==> src/rtl/writeback_stage.sv <==
// writeback_stage: merges ALU results and memory-load results onto the single
// register-file write port (WE/Rd/WD) consumed by instructionDecode.
// Loads always win the port. An ALU result that loses to a load waits in a
// small in-order FIFO. Queued results drain ahead of newly offered ALU results.
//
// Ports
//   clk, rst            clock, synchronous active-high reset
//   en                  pipeline enable (0 = stall)
//   alu_valid/alu_ready ALU result handshake (alu_ready is combinational)
//   alu_rd, alu_data    ALU destination register and result
//   mem_valid           load result present; it has no ready and must be taken
//   mem_rd, mem_data    load destination register and data
//   WE, Rd, WD          registered register-file write port
//   q_count             FIFO occupancy, 0..DEPTH
//   pend                pending-destination scoreboard (only with WB_SCOREBOARD_EN)
//
// Build option: define WB_SCOREBOARD_EN to add the registered pend[15:0] output.
module writeback_stage #(
   parameter int unsigned DEPTH = 2,
   parameter int unsigned DW    = 24,
   parameter int unsigned RW    = 4
) (
   input  logic          clk,
   input  logic          rst,
   input  logic          en,
   input  logic          alu_valid,
   output logic          alu_ready,
   input  logic [RW-1:0] alu_rd,
   input  logic [DW-1:0] alu_data,
   input  logic          mem_valid,
   input  logic [RW-1:0] mem_rd,
   input  logic [DW-1:0] mem_data,
   output logic          WE,
   output logic [RW-1:0] Rd,
   output logic [DW-1:0] WD,
   output logic [2:0]    q_count
`ifdef WB_SCOREBOARD_EN
   ,
   output logic [15:0]   pend
`endif
);

   localparam int unsigned   PW      = (DEPTH > 1) ? $clog2(DEPTH) : 1;
   localparam logic [2:0]    DEPTH_C = 3'(DEPTH);
   localparam logic [PW-1:0] LAST    = PW'(DEPTH - 1);

   // Pointer increment that wraps modulo DEPTH (DEPTH need not be a power of 2).
   function automatic logic [PW-1:0] f_inc(input logic [PW-1:0] p);
      return (p == LAST) ? '0 : p + PW'(1);
   endfunction

   logic [RW-1:0] r_q_rd   [DEPTH];
   logic [DW-1:0] r_q_data [DEPTH];
   logic [PW-1:0] r_rd_ptr;
   logic [PW-1:0] r_wr_ptr;
   logic [2:0]    r_count;
   logic          r_we;
   logic [RW-1:0] r_rd;
   logic [DW-1:0] r_wd;

   logic          w_full;
   logic          w_empty;
   logic          w_xfer;
   logic          w_push;
   logic          w_pop;
   logic          w_sel;
   logic [RW-1:0] w_sel_rd;
   logic [DW-1:0] w_sel_data;

   assign w_full    = (r_count == DEPTH_C);
   assign w_empty   = (r_count == 3'd0);
   // A full FIFO can still accept when no load is present, because the head pops.
   assign alu_ready = en & (~w_full | ~mem_valid);
   assign w_xfer    = alu_valid & alu_ready;

   // Port arbitration: load, then FIFO head, then direct ALU result.
   always_comb begin
      w_push     = 1'b0;
      w_pop      = 1'b0;
      w_sel      = 1'b0;
      w_sel_rd   = r_q_rd[r_rd_ptr];
      w_sel_data = r_q_data[r_rd_ptr];
      if (en) begin
         if (mem_valid) begin
            w_sel      = 1'b1;
            w_sel_rd   = mem_rd;
            w_sel_data = mem_data;
            w_push     = w_xfer;
         end else if (!w_empty) begin
            w_sel  = 1'b1;
            w_pop  = 1'b1;
            w_push = w_xfer;
         end else if (w_xfer) begin
            w_sel      = 1'b1;
            w_sel_rd   = alu_rd;
            w_sel_data = alu_data;
         end
      end
   end

   // Write port, pointers and occupancy.
   always_ff @(posedge clk) begin
      if (rst) begin
         r_we     <= 1'b0;
         r_rd     <= '0;
         r_wd     <= '0;
         r_rd_ptr <= '0;
         r_wr_ptr <= '0;
         r_count  <= 3'd0;
      end else begin
         // r0 is hardwired zero: the result is consumed but never written.
         r_we <= w_sel & (w_sel_rd != '0);
         if (w_sel) begin
            r_rd <= w_sel_rd;
            r_wd <= w_sel_data;
         end
         if (w_push) r_wr_ptr <= f_inc(r_wr_ptr);
         if (w_pop)  r_rd_ptr <= f_inc(r_rd_ptr);
         if (w_push && !w_pop)      r_count <= r_count + 3'd1;
         else if (w_pop && !w_push) r_count <= r_count - 3'd1;
      end
   end

   // FIFO storage; contents are don't-care while the slot is empty.
   always_ff @(posedge clk) begin
      if (!rst && w_push) begin
         r_q_rd[r_wr_ptr]   <= alu_rd;
         r_q_data[r_wr_ptr] <= alu_data;
      end
   end

   assign WE      = r_we;
   assign Rd      = r_rd;
   assign WD      = r_wd;
   assign q_count = r_count;

`ifdef WB_SCOREBOARD_EN
   logic [DEPTH-1:0] r_vld;
   logic [DEPTH-1:0] w_vld_next;
   logic [15:0]      r_pend;
   logic [15:0]      w_pend_next;

   function automatic logic [15:0] f_onehot(input logic [RW-1:0] r);
      logic [15:0] m;
      m = '0;
      for (int unsigned b = 1; b < 16; b++) begin
         if (r == RW'(b)) m[b] = 1'b1;
      end
      return m;
   endfunction

   // Next-cycle pending set: live FIFO entries plus the load being written.
   always_comb begin
      w_vld_next = r_vld;
      if (w_pop)  w_vld_next[r_rd_ptr] = 1'b0;
      if (w_push) w_vld_next[r_wr_ptr] = 1'b1;
      w_pend_next = '0;
      for (int unsigned e = 0; e < DEPTH; e++) begin
         if (w_vld_next[PW'(e)]) begin
            if (w_push && (r_wr_ptr == PW'(e))) w_pend_next = w_pend_next | f_onehot(alu_rd);
            else                                 w_pend_next = w_pend_next | f_onehot(r_q_rd[PW'(e)]);
         end
      end
      if (en && mem_valid) w_pend_next = w_pend_next | f_onehot(mem_rd);
      w_pend_next[0] = 1'b0;
   end

   always_ff @(posedge clk) begin
      if (rst) begin
         r_vld  <= '0;
         r_pend <= '0;
      end else begin
         r_vld  <= w_vld_next;
         r_pend <= w_pend_next;
      end
   end

   assign pend = r_pend;
`endif

endmodule

==> config.mk <==
export PLATFORM = sky130hd
export DESIGN_NAME = writeback_stage
export DESIGN_NICKNAME = d
export VERILOG_FILES = /design/src/rtl/writeback_stage.sv
export SDC_FILE = /design/constraint.sdc
export NUM_CORES = 1
export LEC_CHECK = 0
export ABC_AREA = 1
export CAP_MARGIN = 40
export CELL_PAD_IN_SITES_DETAIL_PLACEMENT = 1
export CELL_PAD_IN_SITES_GLOBAL_PLACEMENT = 1
export CORE_UTILIZATION = 42
export DETAILED_ROUTE_END_ITERATION = 7
export HOLD_SLACK_MARGIN = 0.02
export PLACE_DENSITY = 0.85
export SLEW_MARGIN = 15
export SYNTH_ARGS = -nofsm -noshare
export SYNTH_HDL_FRONTEND = slang
export SYNTH_SLANG_ARGS = --single-unit
==> constraint.sdc <==
create_clock -name clk -period 12.7 [get_ports clk]
set_clock_uncertainty 0.15 [all_clocks]
set_input_delay 3.81 -clock clk [delete_from_list [all_inputs] [get_ports clk]]
set_output_delay 3.81 -clock clk [all_outputs]
set_load 0.02 [all_outputs]
# After elaboration in Yosys (flattened, before gate mapping)
# Memory sizes are Yosys's and may differ from the RTL's. A register that Yosys moved wholly into a read port is not among the register bits.
# Cells that the tools add are included.
dict set report totals {
  regBits 34
  ramBits 56
  inputBits 61
  output_inout_bits 33
  elab_cells 56
  mem_count 2
}
dict set report op_classes {
  add_sub_neg 4
  eq_ne 1
  n_mux 28
  bitwise_logic 6
  n_reduce_logical 9
}
# name depth word_bits rd rd_ports_with_merged_regs wr line_no
set mem_list {}
lappend mem_list {r_q_data 2 24 1 1 1 53} ;# logic [DW-1:0] r_q_data [DEPTH];
lappend mem_list {r_q_rd 2 4 1 1 1 52} ;# logic [RW-1:0] r_q_rd [DEPTH];
# cell n
set op_table {}
lappend op_table {{two-way mux 24 bit} 4}
lappend op_table {{two-way mux 1 bit} 18}
lappend op_table {{two-way mux 4 bit} 4}
lappend op_table {{two-way mux 3 bit} 2}
lappend op_table {{nonzero test 4 bit} 1}
lappend op_table {{adder 3 x 1 -> 3 bit (second input constant)} 1}
lappend op_table {{bitwise AND 1 bit} 3}
lappend op_table {{== test 3 x 2 -> 1 bit (second input constant)} 1}
lappend op_table {{logical AND 1 bit} 3}
lappend op_table {{zero test 1 bit} 3}
lappend op_table {{zero test 3 bit} 1}
lappend op_table {{subtractor 3 x 1 -> 3 bit (second input constant)} 1}
lappend op_table {{adder 1 bit (second input constant)} 2}
lappend op_table {{inverter 1 bit} 2}
lappend op_table {{nonzero test 2 bit} 1}
lappend op_table {{bitwise OR 1 bit} 1}

# Longest topological paths before layout
dict set report logic_depth {
  word_depth 12
  mapped_depth 13
  depth_no_buf 12
}

# Least setup slack after synthesis
# OpenSTA, ideal clock, no wires.
dict set report synth_timing {
  kind {input to output}
  start {input port mem_valid}
  end {output port alu_ready}
  arrival_time_ns 4.284
  required_ns 8.740
  slack_ns 4.456
  cell_stages 4
  n_path_buf 1
  path_cell_list {buf_6 nand2_2 inv_2 a21boi_4}
}
dict set report synth_between {
  elab_chain_len 3
}
# element line_no
set synth_rtl {}
lappend synth_rtl {{start: declaration} 30} ;# input logic mem_valid,
lappend synth_rtl {{inverter 1 bit} 73} ;# assign alu_ready = en & (~w_full | ~mem_valid);
lappend synth_rtl {{bitwise OR 1 bit} 73}
lappend synth_rtl {{bitwise AND 1 bit} 73}
lappend synth_rtl {{end: declaration} 27} ;# output logic alu_ready,
# Every way passes these cells.

# Worst setup path in the final report
dict set report layout_timing {
  start {input port en}
  end {output port alu_ready}
}
dict set report layout_between {
  elab_chain_len 1
}
# element line_no
set layout_rtl {}
lappend layout_rtl {{start: declaration} 25} ;# input logic en,
lappend layout_rtl {{bitwise AND 1 bit} 73}
# Every way passes these cells.

==> metrics.md <==
| Metric | Value |
|---|---|
| Status | completed |
| DRT antenna net count | 0 |
| Reg clk slew, reported paths | 0.08 ns |
| Clock sink total | just over 90 |
| R2R Path Start | q_count[0]$_SDFFE_PP0P_ |
| # DRC | 0 |
| Distinct cells, synth | 34 |
| Worst-Skew Late Latency | 0.35 ns |
| FILL cells | a little over 1000 |
| Max Cap Violations | 0 |
| Area growth, synth to finish | 29.1% |
| Buffers & Inverters on Critical Path | 2 |
| Die width | 99.8 um |
| Setup TNS | 0 ns |
| Quantity of gates resized following cts | 0 |
| Routed vias/inst | roughly 5.3 |
| CP max-delay cell | clkdlybuf4s50_1 |
| All-Layer GR Usage | 0.228 |
| Post-DP HPWL | 7.18 mm |
| Critical Path Sink Type | primary output |
| Hold Vio Cnt, Final | 0 |
| Cell Chain, Critical Path | clkdlybuf4s50_1 -> a21boi_4 -> clkdlybuf4s50_1 |
| WHS | 0.341 ns |
| Die ar. | 9970 um2 |
| I/O pin cnt | 94 |
| Commonest cells after routing, fill and taps aside | 92 x clkdlybuf4s50_1, 58 x a21oi_1, 56 x edfxtp_1 |
| Nets@finish | 520 |
| Worst r2r dst | q_count[2]$_SDFFE_PP0P_ |
| Max-slew violation count | 0 |
| Worst Setup Path Type | in2out |
| R2R cell count | 11 |
| Slew headroom | 0.660 |
| Flop2flop setup slack | 10.07 ns |
| Ys async rst share | 0 |
| H-tree Lvls | 3 |
| Cell family with most CP delay | buffers and inverters |
| DRT iter0 DRCs | between 100 and 150 |
| # diodes | 0 |
| Area share of the largest cell type after synthesis | 0.418 |
| F_max | 106 MHz |
| Ranking of synthesized cells by area | edfxtp_1 42%, dfxtp_1 17%, a21oi_1 7.2% |
| Post-synth EDFFs | 56 |
| Placer Congestion | about 0.77 |
| Die Ht | 99.8 um |
| Fin crit share | 0.741 |
| Syn Nets | ~430 |
| WL/cell | 18.0 um |
| Synth Instances | 370 |
| Drt pass-1 iters | 4 |
| Min-delay src | r_rd_ptr$_SDFFE_PP0P_ |
| Post-CTS Setup Inserts | 0 |
| Initial Util | 0.435 |
| Crit path max fanout | 9 |
| IO buf count | 93 |
| CTS tree | built |
| End point of the critical path | alu_ready |
| CP Launch Type | input pin |
| Final Critical Period | around 9.4 ns |
| Least-Margin Pin Slew | 0.509 ns |
| Commonest non-fill, non-tap cell in the layout | clkdlybuf4s50_1 |
| Pwr/cell area | 153 nW/um2 |
| Leakage power | 0.00182 uW |
| RSZ-0062 raised after global routing | no |
| Initial antenna violation count | 0 |
| Worst EP arrival | 5.46 ns |
| Synth Area per Inst | 10.9 um2 |
| Yosys top cell by area | edfxtp_1 |
| Clk root buf | clkbuf_8 |
| Most numerous cell on the critical path | clkdlybuf4s50_1 |
| Ys Warns | 0 |
| CP peak stage delay | 0.68 ns |
| Pin count of the biggest net entering global routing | 35 |
| DR vias | 3121 |
| CP Depth | 3 |
| Maximum root-to-sink buffer count | 2 |
| Cts hold-fix bufs | 0 |
| Worst Setup SP | en |
| Post-synthesis sequential area ratio | 0.593 |
| Fraction of layout cells with a size suffix above 1 | 0.167 |
| Vias in the first global route | 3472 |
| Hold Crit Class | reg2reg |
| GRT overflow | 0 |
| Cell Rows | 35 |
| Routed WL | 10.6 mm |
| First-pass GRT wire length | 17.2 mm |
| Flop and latch count out of synthesis | 91 |
| Post-Syn Area | a little over 4000 um2 |
| Core ar. | 9240 um2 |
| Final setup fails | 0 |
| Worst EP required | 8.74 ns |
| Peak supply drop | between 0.09 and 0.1 mV |
| Power Total | 793 uW |
| Synth Flop Type | edfxtp_1 |
| TritonCTS buffer count | 9 |
[cell type report]
class | instances | area [um2] | area share
well taps | 129 | 161 | 0.0311
clock inverters | 3 | 15.0 | 0.00289
repair buffers | 98 | 996 | 0.192
clock buffers | 13 | 149 | 0.0287
inverters | 16 | 68.8 | 0.0133
multi-input cells | 241 | 1420 | 0.273
flip-flops and latches | 91 | 2380 | 0.459
[state kept, by name (all words and copies together), names as in the netlist, named ones only]
name	cells
Rd	4
WD	24
WE	1
q_count	3
r_q_data	48
r_q_rd	8
r_rd_ptr	1
r_wr_ptr	1
[kinds of logic (layout without fill, tap and decap cells)]
group	after synthesis	count (layout)	share of synthesized area
AOI/OAI and AO/OA	116	116	0.148
and+or+nand+nor	94	94	0.115
DFF	91	91	0.593
buffers and inverters	38	130	0.0570
muxes	28	28	0.0772
adders and majority gates	2	2	0.00809
xor gates and xnor gates	1	1	0.00218
[worst min-delay path, stage by stage (launching register included)]
cell     delay, ns
dfxtp_1       0.31
inv_1         0.08
a21oi_1       0.06
[where the power goes]
part           switching, uW  leakage [uW]  total, uW  internal (uW)
clock                   95.7     0.0000872        172           76.0
combinational            149      0.000939        257            108
sequential              20.6      0.000797        365            344
total                    265       0.00182        793            528
[how the worst min path moves through the flow]
| stage | end | cells past startpoint |
|---|---|---|
| finish | flop | 2 |
| CTS | flop | 2 |
| global placement | r_wr_ptr$_SDFFE_PP0P_ | 2 |
| detailed placement | flop | 2 |
| floorplan | r_wr_ptr$_SDFFE_PP0P_ | 2 |
| global route | flop | 2 |
[routing by layer]
metal,share of wire,track usage,vias up
met5,0,0,-
met4,0.021,0.0939,0
met3,0.038,0.0320,18
met2,0.52,0.419,87
met1,0.42,0.266,1542
li1,-,-,1474
[synth_stat cells, types with 6 or more instances]
cell type,count
o21ai_0,42
nand2_1,23
o21ai_1,15
nor2_1,38
buf_4,6
inv_1,12
a21oi_1,58
dfxtp_1,35
nor2_2,16
edfxtp_1,56
clkbuf_1,6
mux2_2,24
[metrics by stage]
stage	cell area, um2	setup slack, ns	util	std cells
after floorplan	4020	4.46	-	370
after global placement	4980	3.29	0.539	573
after detailed placement	5020	3.30	0.544	575
after CTS	5190	3.28	0.562	591
after global routing	5190	3.23	0.562	591
final	5190	3.28	0.562	591
Power figures use the tool's default switching activity.
